## src/rtl/prio_enc_pipe_if.sv

```systemverilog
// +----------------------------------------------------------------------------+
// | prio_enc_pipe_if: request/result handshake bundle for prio_enc_pipe.       |
// | Rev 1.0 - initial release                                                  |
// +----------------------------------------------------------------------------+
`default_nettype none

interface prio_enc_pipe_if #(
  parameter int WIDTH = 16,
  parameter int IDX_W = $clog2(WIDTH),
  parameter int CNT_W = 8
);
  logic             enable;
  logic             in_valid;
  logic             in_ready;
  logic [WIDTH-1:0] in_data;
  logic             out_valid;
  logic             out_ready;
  logic [IDX_W-1:0] out_index;
  logic             out_zero;
  logic             out_multi;
  logic [CNT_W-1:0] err_count;
  logic             clear_count;

  modport master (
    output enable, in_valid, in_data, out_ready, clear_count,
    input  in_ready, out_valid, out_index, out_zero, out_multi, err_count
  );

  modport slave (
    input  enable, in_valid, in_data, out_ready, clear_count,
    output in_ready, out_valid, out_index, out_zero, out_multi, err_count
  );
endinterface

`default_nettype wire

```

## src/rtl/prio_enc_pipe.sv

```systemverilog
// +----------------------------------------------------------------------------+
// | prio_enc_pipe: two-stage valid/ready priority encoder with multi-hot count.|
// | Rev 1.0 - initial release                                                  |
// +----------------------------------------------------------------------------+
`default_nettype none

module prio_enc_pipe #(
  parameter int WIDTH        = 16,
  parameter int IDX_W        = $clog2(WIDTH),
  parameter bit MSB_PRIORITY = 1'b1,
  parameter int CNT_W        = 8
) (
  input  wire logic     clock,
  input  wire logic     reset,
  prio_enc_pipe_if.slave bus
);

  logic             s1_valid;
  logic [WIDTH-1:0] s1_data;
  logic             s1_en;
  logic             s2_valid;
  logic [IDX_W-1:0] s2_index;
  logic             s2_zero;
  logic             s2_multi;
  logic [CNT_W-1:0] err_cnt;

  logic             s2_load;
  logic             in_ready;
  logic             in_fire;
  logic             out_fire;
  logic [IDX_W-1:0] enc_index;
  logic             enc_zero;
  logic             enc_multi;
  logic             any_set;

  assign s2_load  = s1_valid && (!s2_valid || bus.out_ready);
  assign in_ready = !s1_valid || s2_load;
  assign in_fire  = bus.in_valid && in_ready;
  assign out_fire = s2_valid && bus.out_ready;

  // Single scan: later set bits overwrite the index only under MSB priority.
  always_comb begin
    enc_index = '0;
    enc_multi = 1'b0;
    any_set   = 1'b0;
    for (int i = 0; i < WIDTH; i++) begin
      if (s1_data[i]) begin
        if (MSB_PRIORITY || !any_set) begin
          enc_index = IDX_W'(i);
        end
        if (any_set) begin
          enc_multi = 1'b1;
        end
        any_set = 1'b1;
      end
    end
    enc_zero = !(s1_en && any_set);
    if (enc_zero) begin
      enc_index = '0;
      enc_multi = 1'b0;
    end
  end

  always_ff @(posedge clock or posedge reset) begin
    if (reset) begin
      s1_valid <= 1'b0;
      s1_data  <= '0;
      s1_en    <= 1'b0;
    end else if (in_fire) begin
      s1_valid <= 1'b1;
      s1_data  <= bus.in_data;
      s1_en    <= bus.enable;
    end else if (s2_load) begin
      s1_valid <= 1'b0;
    end
  end

  // Result fields only change on a load so they hold while out_valid is low.
  always_ff @(posedge clock or posedge reset) begin
    if (reset) begin
      s2_valid <= 1'b0;
      s2_index <= '0;
      s2_zero  <= 1'b0;
      s2_multi <= 1'b0;
    end else if (s2_load) begin
      s2_valid <= 1'b1;
      s2_index <= enc_index;
      s2_zero  <= enc_zero;
      s2_multi <= enc_multi;
    end else if (out_fire) begin
      s2_valid <= 1'b0;
    end
  end

  always_ff @(posedge clock or posedge reset) begin
    if (reset) begin
      err_cnt <= '0;
    end else if (bus.clear_count) begin
      err_cnt <= '0;
    end else if (out_fire && s2_multi && (err_cnt != {CNT_W{1'b1}})) begin
      err_cnt <= err_cnt + 1'b1;
    end
  end

  assign bus.in_ready  = in_ready;
  assign bus.out_valid = s2_valid;
  assign bus.out_index = s2_index;
  assign bus.out_zero  = s2_zero;
  assign bus.out_multi = s2_multi;
  assign bus.err_count = err_cnt;

endmodule

`default_nettype wire

```

## src/flat_wrapper.sv

```systemverilog
// flat-port wrapper written by rule: the top's interface ports become plain ports
module prio_enc_pipe_flat 
#(
  parameter int WIDTH        = 16,
  parameter int IDX_W        = $clog2(WIDTH),
  parameter bit MSB_PRIORITY = 1'b1,
  parameter int CNT_W        = 8
)
  (clock, reset, bus_enable, bus_in_valid, bus_in_data, bus_out_ready, bus_clear_count, bus_in_ready, bus_out_valid, bus_out_index, bus_out_zero, bus_out_multi, bus_err_count);
  prio_enc_pipe_if #(.WIDTH(WIDTH), .IDX_W(IDX_W), .CNT_W(CNT_W)) bus_i ();
  input  wire logic clock;
  input  wire logic reset;
  input wire logic [$bits(bus_i.enable)-1:0] bus_enable;
  input wire logic [$bits(bus_i.in_valid)-1:0] bus_in_valid;
  input wire logic [$bits(bus_i.in_data)-1:0] bus_in_data;
  input wire logic [$bits(bus_i.out_ready)-1:0] bus_out_ready;
  input wire logic [$bits(bus_i.clear_count)-1:0] bus_clear_count;
  output wire logic [$bits(bus_i.in_ready)-1:0] bus_in_ready;
  output wire logic [$bits(bus_i.out_valid)-1:0] bus_out_valid;
  output wire logic [$bits(bus_i.out_index)-1:0] bus_out_index;
  output wire logic [$bits(bus_i.out_zero)-1:0] bus_out_zero;
  output wire logic [$bits(bus_i.out_multi)-1:0] bus_out_multi;
  output wire logic [$bits(bus_i.err_count)-1:0] bus_err_count;
  assign bus_i.enable = bus_enable;
  assign bus_i.in_valid = bus_in_valid;
  assign bus_i.in_data = bus_in_data;
  assign bus_i.out_ready = bus_out_ready;
  assign bus_i.clear_count = bus_clear_count;
  assign bus_in_ready = bus_i.in_ready;
  assign bus_out_valid = bus_i.out_valid;
  assign bus_out_index = bus_i.out_index;
  assign bus_out_zero = bus_i.out_zero;
  assign bus_out_multi = bus_i.out_multi;
  assign bus_err_count = bus_i.err_count;
  prio_enc_pipe #(.WIDTH(WIDTH), .IDX_W(IDX_W), .MSB_PRIORITY(MSB_PRIORITY), .CNT_W(CNT_W)) u_core (.clock(clock), .reset(reset), .bus(bus_i));
endmodule
```

## config.mk

```make
export PLATFORM = sky130hd
export DESIGN_NAME = prio_enc_pipe_flat
export DESIGN_NICKNAME = d
export VERILOG_FILES = /design/src/rtl/prio_enc_pipe_if.sv /design/src/rtl/prio_enc_pipe.sv /design/src/flat_wrapper.sv
export SDC_FILE = /design/constraint.sdc
export NUM_CORES = 1
export LEC_CHECK = 0
export ABC_AREA = 1
export CAP_MARGIN = 10
export CORE_MARGIN = 5
export CORE_UTILIZATION = 55
export CTS_BUF_LIST = sky130_fd_sc_hd__clkbuf_4 sky130_fd_sc_hd__clkbuf_8
export DETAILED_ROUTE_END_ITERATION = 8
export GPL_TIMING_DRIVEN = 1
export PLACE_DENSITY_LB_ADDON = 0.2
export SYNTH_ARGS = -nofsm -noshare
export SYNTH_HDL_FRONTEND = slang
export SYNTH_SLANG_ARGS = --single-unit
```

## constraint.sdc

```tcl
create_clock -name clock -period 3.8 [get_ports clock]
set_clock_uncertainty 0.2 [all_clocks]
set_input_delay 0.95 -clock clock [delete_from_list [all_inputs] [get_ports clock]]
set_output_delay 0.95 -clock clock [all_outputs]
set_load 0.005 [all_outputs]
```

# ---- After elaboration in Yosys (flattened, before gate mapping)
# Cells that the tools add are included.
dict set report word_totals {
  wordCells 93
  ff_bits 33
  out_inout_bits 16
  input_bits 22
}
dict set report op_classes {
  reduce_logical 14
  add_sub_neg 1
  mux 69
  n_eq_ne 1
}
# op n
set op_table {}
lappend op_table {{$mux W1} 52}
lappend op_table {{$mux W4} 9}
lappend op_table {{$mux W8} 2}
lappend op_table {{$mux W3} 4}
lappend op_table {{$add A8 B1 Y8 const B} 1}
lappend op_table {{$ne A8 B8 Y1 const B} 1}
lappend op_table {{$logic_and A1 B1 Y1} 6}
lappend op_table {{$reduce_bool A2 Y1} 3}
lappend op_table {{$mux W2} 2}
lappend op_table {{$logic_not A1 Y1} 3}
lappend op_table {{$logic_or A1 B1 Y1} 2}

# ---- Depth between registers and ports, before layout
# Gate-level depths: netlist (run 1).
dict set report depth {
  ltp_word 32
  depth_mapped 17
  mapped_depth_nobuf 17
}

# ---- Least setup slack after synthesis (run 1)
# No wires, ideal clock.
dict set report synth_timing {
  path_type {input to output}
  from {input bus_out_ready}
  to {output bus_in_ready}
  t_arrival_ns 1.099
  required_time_ns 2.650
  path_buffers 0
  path_slack_ns 1.551
  cell_stages 2
  cell_sequence {inv_1 nand3_1}
}
dict set report synth_via {
  elab_chain_cells 3
}
# element line
set synth_lines {}
lappend synth_lines {{from (decl)} flat_wrapper.sv:16} ;# input wire logic [$bits(bus_i.out_ready)-1:0] bus_out_ready;
lappend synth_lines {{$logic_or A1 B1 Y1} prio_enc_pipe.sv:36} ;# assign s2_load = s1_valid && (!s2_valid || bus.out_ready);
lappend synth_lines {{$logic_and A1 B1 Y1} prio_enc_pipe.sv:36}
lappend synth_lines {{$logic_or A1 B1 Y1} prio_enc_pipe.sv:37} ;# assign in_ready = !s1_valid || s2_load;
lappend synth_lines {{to (decl)} flat_wrapper.sv:18} ;# output wire logic [$bits(bus_i.in_ready)-1:0] bus_in_ready;
# No other way between the ends.

# ---- Final worst setup path (run 1)
# Ends and elaborated chain as after synthesis.

==> impl_metrics.py, run 1 <==
metrics = {
    "route": {
        "drt-initial-drc-count": 61,
        "drc": 0,
        "ant_nets": 0,
        "vias_per_cell": 5.14,
        "vias": 1461,
        "dr.pass1.iters": 4,
        "wl_um": 3280,
        "routedWlPerCell_um": 11.5,
    },
    "clocking": {
        "h-tree-depth": 2,
        "cts_resized": 0,
        "cts_tree": "yes",
        "clockBufferDepth": 2,
        "cts-root-buf": "clkbuf_4",
        "clk_pin_slew_ps": 100,
        "clk_latency_ps": 330,
        "post_cts_buffers": 0,
        "cts_made_buffers": 5,
        "numClockSinks": 33,
        "holdBufCountCts": 0,
    },
    "grt": {
        "track_usage_pct": 17.6,
        "gr-total-overflow": 0,
        "grt_max_degree": 34,
        "grt_pass1_wl_um": 5740,
        "antenna_found_initial": 0,
        "grt_pass1_vias": 1409,
    },
    "die": {
        "io_pins": 38,
        "die_w_um": 65.0,
        "die_area_mm2": 0.00423,
        "initial_utilization_pct": 55.9,
        "rows": 20,
        "die_height_um": 65.0,
        "core_area_mm2": 0.00298,
    },
    "power": {
        "leakage_nw": 1.03,
        "ir_worst_vdd_uv": 344,
        "p_total_w": 0.000953,
        "cellPowerDensity_mw_per_mm2": 440,
    },
    "run": {
        "cap_viol_max_count": 0,
    },
    "synth": {
        "yosys.cell_types.count": 32,
        "synth-seq-cells": 33,
        "syn_inst": 207,
        "yosysWarnings": 0,
        "synth_area_mm2": 0.00166,
        "syn-num-nets": 230,
        "syn_area_per_cell_um2": 8.04,
        "yosysTopAreaCellShare_pct": 49.6,
        "synth.area.top_cells": "dfrtp_1 (50%), nand2_1 (8.8%), a21oi_1 (6.9%), inv_1 (6.8%), nor2_1 (6.1%)",
        "synth_top_area_cell": "dfrtp_1",
        "ys_seq_area_share_pct": 49.6,
    },
    "layout": {
        "fillCellCount": 256,
        "final_cell_mix": "nand2_1 (39), clkdlybuf4s50_1 (37), dfrtp_1 (33)",
        "drive_gt1_share_pct": 9.96,
        "num_antenna_cells": 0,
        "fin_nets": 273,
        "multi_input_area_um2": 712,
        "final_cells": 284,
        "syn_to_final_growth_pct": 30.2,
        "layout_commonest_cell": "nand2_1",
        "seqCellArea_um2": 826,
    },
    "worst_setup_path": {
        "worst_ep_arrival_time_ps": 2100,
        "path_max_fanout": 3,
        "critPathCaptureType": "primary output",
        "cpMaxStageDelayCell": "clkdlybuf4s50_1",
        "crit_path_frequent_cell": "clkdlybuf4s50_1",
        "path_cells": "clkdlybuf4s50_1 -> inv_1 -> nand3_1 -> clkdlybuf4s50_1",
        "cp-start-kind": "primary input",
        "criticalPathCategory": "in -> out",
        "cp.required_ps": 2650,
        "slowest_delay_ps": 520,
    },
    "timing": {
        "worst_pin_slew_ps": 402,
        "final.setup.tns_ps": 0,
        "rsz0062_at_grt": "false",
        "post-route-period-util_pct": 85.6,
        "slew_violations": 0,
        "timing.max_slew.rel_slack_pct": 73.2,
        "timing.final.crit_period_ps": 3250,
        "max_freq_mhz": 307,
        "setup_violations": 0,
        "hold_viol": 0,
    },
    "placement": {
        "port_buffers": 37,
        "dpl.cell_count": 276,
        "place.gp.congestion": 0.814,
        "place_hpwl_um": 2400,
    },
    "run_status": {
        "status": "completed",
    },
    "min_path": {
        "min_path_type": "reg -> reg",
    },
}
## cell usage after synthesis (all sizes together)
| library cell | count |
|---|---|
| nor3 | 2 |
| dfrtp | 33 |
| ha | 1 |
| nand3b | 1 |
| a21oi | 23 |
| a22oi | 1 |
| a31oi | 1 |
| o21bai | 1 |
| o31ai | 1 |
| nor2 | 33 |
| or2 | 1 |
| inv | 30 |
| o41ai | 1 |
| mux2 | 1 |
| nand3 | 11 |
| clkbuf | 1 |
| buf | 2 |
| nand2 | 42 |
| xor2 | 1 |
| a21o | 1 |
| o21ai | 15 |
| a211oi | 1 |
| and3 | 1 |
| nand4 | 2 |
## flip-flops by register name (all words and copies together) (netlist names)
signal,count
u_core.bus.out_multi,1
u_core.bus.out_valid,1
u_core.s1_valid,1
u_core.s1_data,16
u_core.bus.err_count,8
u_core.bus.out_zero,1
u_core.s1_en,1
u_core.bus.out_index,4
## metal layers
| metal | vias to the layer above | global-route usage [%] | share of wire, % |
|---|---|---|---|
| met3 | 8 | 4.51 | 6.1 |
| met5 | - | 0 | 0 |
| met4 | 0 | 7.92 | 1.9 |
| met1 | 666 | 20.4 | 44 |
| met2 | 36 | 30.3 | 48 |
| li1 | 751 | - | - |
## through the flow
stage	worst slack, ps	hold slack, ps	utilization, %	area [um2]
after floorplan	1550	272	-	1660
after global placement	579	265	69.7	2080
final	547	289	72.7	2170
after CTS	542	296	72.7	2170
after detailed placement	548	269	69.7	2080
after global routing	469	336	72.7	2170
## cell families (layout without fill, tap and decap cells)
group	after synthesis	in the layout	share of synthesized area, %
adders and majority gates	1	1	0.752
DFF	33	33	49.6
xor gates and xnor gates	1	1	0.526
buffers and inverters	33	77	7.59
AOI/OAI and AO/OA	45	45	15.5
muxes	1	1	0.677
and+or+nand+nor	93	93	25.3
## worst paths after layout
kind / startpoint / to / slack [ps] / cells past startpoint
worst max-delay path: bus_out_ready / bus_in_ready / 550 / 4
worst min-delay path: u_core.bus.out_index[0] / u_core.bus.out_index[0] / 290 / 2
worst max register to register: u_core.bus.err_count[0] / u_core.bus.err_count[7] / 2020 / 8
worst min register to register: u_core.bus.out_index[0] / u_core.bus.out_index[0] / 290 / 2
max in group asynchronous: reset / u_core.s1_data[0] / 2300 / 3
min in group asynchronous: reset / u_core.bus.err_count[0] / 790 / 3
## cell type report
class | instances | area share [%]
Inverter | 30 | 5.20
Timing Repair Buffer | 39 | 17.8
Tap cell | 33 | 1.91
Multi-Input combinational cell | 141 | 32.9
Sequential cell | 33 | 38.1
Clock buffer | 7 | 2.72
Clock inverter | 1 | 1.39
## where the power goes
part | leakage [nW] | switching [W] | internal (W) | total (W)
logic | 0.580 | 0.000111 | 0.000117 | 0.000228
registers | 0.396 | 0.0000412 | 0.000405 | 0.000446
clock network | 0.0489 | 0.000115 | 0.000164 | 0.000279
## worst max-delay path, delay by kind of cell
| family | cells | cell delay [ps] |
|---|---|---|
| simple gates | 1 | 100 |
| buf+inv | 3 | 1050 |
No activity file was read; power rests on OpenSTA's default activity.
==> inputs of run 2 (changes only) <==
- CORE_UTILIZATION: 55 -> 53
- CTS_BUF_LIST: sky130_fd_sc_hd__clkbuf_4 sky130_fd_sc_hd__clkbuf_8 -> sky130_fd_sc_hd__clkbuf_4 sky130_fd_sc_hd__clkbuf_8 sky130_fd_sc_hd__clkbuf_16
==> run 2 against run 1 <==
Register-to-register slack got worse by 70 ps. Global-route usage decreased by 1.4 points. Via count grew 0.68%. Non-clock buffer count unchanged. Critical endpoint unchanged. Largest power group unchanged. Highest routed layer unchanged.
==> impl_metrics.py, run 2 (synthesized netlist as in run 1, its figures left out) <==
metrics = {
    "clocking": {
        "cts_made_buffers": 5,
        "clockBufferDepth": 2,
        "cts_tree": "yes",
        "clk_pin_slew_ps": 100,
        "post_cts_buffers": 0,
        "h-tree-depth": 2,
        "holdBufCountCts": 0,
        "cts-root-buf": "clkbuf_4",
        "clk_latency_ps": 320,
        "numClockSinks": 33,
        "cts_resized": 0,
    },
    "route": {
        "wl_um": 3190,
        "routedWlPerCell_um": 10.8,
        "vias": 1471,
        "drt-initial-drc-count": 91,
        "vias_per_cell": 4.99,
        "drc": 0,
        "ant_nets": 0,
        "dr.pass1.iters": 4,
    },
    "run_status": {
        "status": "completed",
    },
    "min_path": {
        "hold_depth": 2,
        "whs_endpoint": "u_core.bus.out_index[3]",
        "min-delay-start": "u_core.bus.out_index[3]",
        "min_path_type": "reg -> reg",
    },
    "power": {
        "ir_worst_vdd_uv": 218,
        "cellPowerDensity_mw_per_mm2": 402,
        "leakage_nw": 1.01,
    },
    "layout": {
        "fin_util_pct": 70.9,
        "final_cell_mix": "nand2_1 (39), clkdlybuf4s50_1 (37), dfrtp_1 (33)",
        "drive_gt1_share_pct": 9.96,
        "syn_to_final_growth_pct": 28.9,
        "largest_reg_flops": 16,
        "fin_nets": 273,
        "layout_commonest_cell": "nand2_1",
        "seqCellArea_um2": 826,
        "final_cells": 295,
        "num_antenna_cells": 0,
        "top_register": "u_core.s1_data",
        "multi_input_area_um2": 712,
        "fillCellCount": 243,
    },
    "worst_setup_path": {
        "reg2reg_from": "u_core.bus.err_count[0]",
        "r2r_setup_slack_ps": 1950,
        "cp.required_ps": 2650,
        "path_max_fanout": 3,
        "rr_worst_depth": 8,
        "worst_ep_arrival_time_ps": 2090,
        "criticalPathCategory": "in -> out",
        "cp-start-kind": "primary input",
        "critPathCaptureType": "primary output",
        "r2r_end": "u_core.bus.err_count[7]",
    },
    "timing": {
        "rsz0062_at_grt": "false",
        "hold_slack_ps": 291,
        "hold_viol": 0,
        "slew_violations": 0,
        "post-route-period-util_pct": 85.3,
        "worst_pin_slew_ps": 399,
        "setup_violations": 0,
        "timing.final.crit_period_ps": 3240,
        "final.setup.tns_ps": 0,
        "timing.max_slew.rel_slack_pct": 73.4,
        "max_freq_mhz": 308,
    },
    "grt": {
        "grt_pass1_wl_um": 5490,
        "antenna_found_initial": 0,
        "gr-total-overflow": 0,
        "grt_max_degree": 34,
        "track_usage_pct": 16.2,
        "grt_pass1_vias": 1405,
    },
    "die": {
        "core_area_mm2": 0.00303,
        "initial_utilization_pct": 55.0,
        "die_height_um": 66.0,
        "die_area_mm2": 0.00436,
        "rows": 20,
        "io_pins": 38,
        "die_w_um": 66.0,
    },
    "placement": {
        "place.gp.congestion": 0.768,
        "dpl.cell_count": 287,
        "port_buffers": 37,
        "place_hpwl_um": 2440,
    },
    "run": {
        "cap_viol_max_count": 0,
    },
}
## run 2: changes by cell type in the layout (fill, tap and decap cells not counted), sizes merged
cell / previous run / this run
bufinv: 1 / 0
clkbuf: 7 / 6
clkinv: 0 / 2
## run 2: how the worst max path moves through the flow
stage / from / endpoint / slack (ps) / cells past startpoint
floorplan: bus_out_ready / bus_in_ready / 1550 / 2
global placement: bus_out_ready / bus_in_ready / 580 / 4
detailed placement: bus_out_ready / bus_in_ready / 550 / 4
CTS: bus_out_ready / bus_in_ready / 550 / 4
global route: bus_out_ready / bus_in_ready / 510 / 4
finish: bus_out_ready / bus_in_ready / 560 / 4
## run 2: area by class of cell
cell class,count,area share (%)
repair buffers,39,18.0
inverters,30,5.25
clock inverters,2,0.466
well taps,44,2.57
multi-input cells,141,33.2
flip-flops and latches,33,38.5
clock buffers,6,2.10
## run 2: report_power, final
group / internal (W) / switching (W)
logic: 0.000117 / 0.000110
clock network: 0.0000776 / 0.000113
registers: 0.000405 / 0.0000405
## run 2: per-layer routing
layer,wire length (um),GRT usage (%)
met4,59,7.36
met5,0,0
met2,1520,27.4
met1,1400,19.1
met3,207,4.42
## run 2: worst max-delay path: stages
cell and delay [ps]:
clkdlybuf4s50_1 480, inv_1 50, nand3_1 90, clkdlybuf4s50_1 510
## run 2: metrics by stage
stage	worst slack, ps	area [um2]	power [W]
floorplan	1550	1660	0.000573
global placement	576	2090	0.000676
detailed placement	554	2090	0.000681
CTS	552	2150	0.000871
global route	509	2150	0.000923
finish	558	2150	0.000863
==> inputs of run 3 (changes only) <==
- CORE_MARGIN: 5 -> default
==> run 3 against run 2 <==
The flow now finishes with violations (DRC). Largest power group unchanged. Utilization is 5.0 points higher. Sequential power about the same. Critical path type unchanged. Worst hold slack worse by 3.2 ps.
==> impl_metrics.py, run 3 (synthesized netlist as in run 1, its figures left out) <==
metrics = {
    "placement": {
        "pre_cts_ws_ps": 542,
        "place_hpwl_um": 2250,
        "port_buffers": 37,
        "place.gp.congestion": 0.810,
    },
    "die": {
        "die_height_um": 58.0,
        "initial_utilization_pct": 58.3,
        "rows": 19,
        "die_area_mm2": 0.00337,
        "die_w_um": 58.0,
        "io_pins": 38,
        "core_area_mm2": 0.00285,
    },
    "timing": {
        "setup_slack_ps": 533,
        "timing.max_slew.rel_slack_pct": 73.6,
        "slew_violations": 0,
        "max_freq_mhz": 306,
        "post-route-period-util_pct": 86.0,
        "final.setup.tns_ps": 0,
        "worst_pin_slew_ps": 396,
        "rsz0062_at_grt": "false",
        "setup_violations": 0,
        "hold_viol": 0,
        "timing.final.crit_period_ps": 3270,
    },
    "worst_setup_path": {
        "reg2reg_from": "u_core.bus.err_count[0]",
        "cp-start-kind": "primary input",
        "critPathCaptureType": "primary output",
        "criticalPathCategory": "in -> out",
        "rr_worst_depth": 8,
        "r2r_setup_slack_ps": 1960,
        "cp.required_ps": 2650,
        "path_max_fanout": 3,
        "worst_ep_arrival_time_ps": 2120,
        "r2r_end": "u_core.bus.err_count[7]",
    },
    "layout": {
        "fin_nets": 273,
        "largest_reg_flops": 16,
        "drive_gt1_share_pct": 9.96,
        "layout_commonest_cell": "nand2_1",
        "num_antenna_cells": 0,
        "seqCellArea_um2": 826,
        "syn_to_final_growth_pct": 30.0,
        "final_cell_mix": "nand2_1 (39), clkdlybuf4s50_1 (37), dfrtp_1 (33)",
        "fillCellCount": 229,
        "multi_input_area_um2": 712,
        "top_register": "u_core.s1_data",
    },
    "clocking": {
        "clk_latency_ps": 330,
        "numClockSinks": 33,
        "clockBufferDepth": 2,
        "cts_made_buffers": 5,
        "cts_tree": "yes",
        "clk_pin_slew_ps": 100,
        "holdBufCountCts": 0,
        "post_cts_buffers": 0,
        "cts-root-buf": "clkbuf_4",
        "cts_resized": 0,
        "h-tree-depth": 2,
    },
    "route": {
        "vias": 1450,
        "ant_nets": 0,
        "drc": 2,
        "dr.pass1.iters": 8,
        "vias_per_cell": 5.14,
        "drt-initial-drc-count": 42,
        "wl_um": 3100,
        "routedWlPerCell_um": 11.0,
    },
    "grt": {
        "grt_pass1_wl_um": 5730,
        "track_usage_pct": 22.8,
        "gr-total-overflow": 0,
        "antenna_found_initial": 0,
        "grt_pass1_vias": 1381,
        "grt_max_degree": 34,
    },
    "power": {
        "pwr-share-comb_pct": 23.7,
        "switching_power_w": 0.000265,
        "leakage_nw": 1.03,
        "p_int_w": 0.000686,
        "p_seq_share_pct": 46.6,
        "sw_frac_of_total_pct": 27.9,
        "clockPowerShare_pct": 29.6,
        "cellPowerDensity_mw_per_mm2": 439,
        "ir_worst_vdd_uv": 280,
    },
    "min_path": {
        "min-delay-start": "u_core.bus.out_index[1]",
        "hold_depth": 1,
        "whs_endpoint": "u_core.bus.out_index[1]",
        "min_path_type": "reg -> reg",
    },
    "run_status": {
        "violations": "DRC",
        "status": "finished, violations left",
    },
    "run": {
        "cap_viol_max_count": 0,
    },
}
[run 3: metal layers]
| metal | global-route usage (%) | wire, um |
|---|---|---|
| met1 | 30.5 | 1470 |
| met2 | 34.2 | 1420 |
| met3 | 4.91 | 114 |
| met4 | 13.9 | 84 |
| met5 | 0 | 0 |
[run 3: area by class of cell]
cell class	count	share of cell area (%)
flip-flops and latches	33	38.2
well taps	31	1.79
clock buffers	7	2.72
inverters	30	5.21
multi-input cells	141	32.9
repair buffers	39	17.8
clock inverters	1	1.39
[run 3: power groups by stage]
stage	sequential [W]	clock, W	combinational (W)
6_report	0.000443	0.000282	0.000226
5_1_grt	0.000451	0.000300	0.000261
4_1_cts	0.000444	0.000285	0.000229
3_5_place_dp	0.000450	0	0.000228
3_3_place_gp	0.000449	0	0.000224
2_1_floorplan	0.000447	0	0.000125
[run 3: through the flow]
| stage | instance area (um2) | power, W | hold slack [ps] | cells | util (%) |
|---|---|---|---|---|---|
| after floorplan | 1660 | 0.000573 | 272 | 207 | - |
| after global placement | 2070 | 0.000674 | 261 | 274 | 72.7 |
| after detailed placement | 2070 | 0.000678 | 264 | 274 | 72.7 |
| after CTS | 2160 | 0.000957 | 290 | 282 | 75.8 |
| after global routing | 2160 | 0.00101 | 309 | 282 | 75.8 |
| final | 2160 | 0.000951 | 288 | 282 | 75.8 |
[run 3: worst max path at each step]
stage | from | end | cells past startpoint
floorplan | bus_out_ready | bus_in_ready | 2
global placement | bus_out_ready | bus_in_ready | 4
detailed placement | bus_out_ready | bus_in_ready | 4
CTS | bus_out_ready | bus_in_ready | 4
global route | bus_out_ready | bus_in_ready | 4
finish | bus_out_ready | bus_in_ready | 4
[run 3: worst max-delay path, stage by stage]
cell	delay [ps]
clkdlybuf4s50_1	500
inv_1	60
nand3_1	100
clkdlybuf4s50_1	510
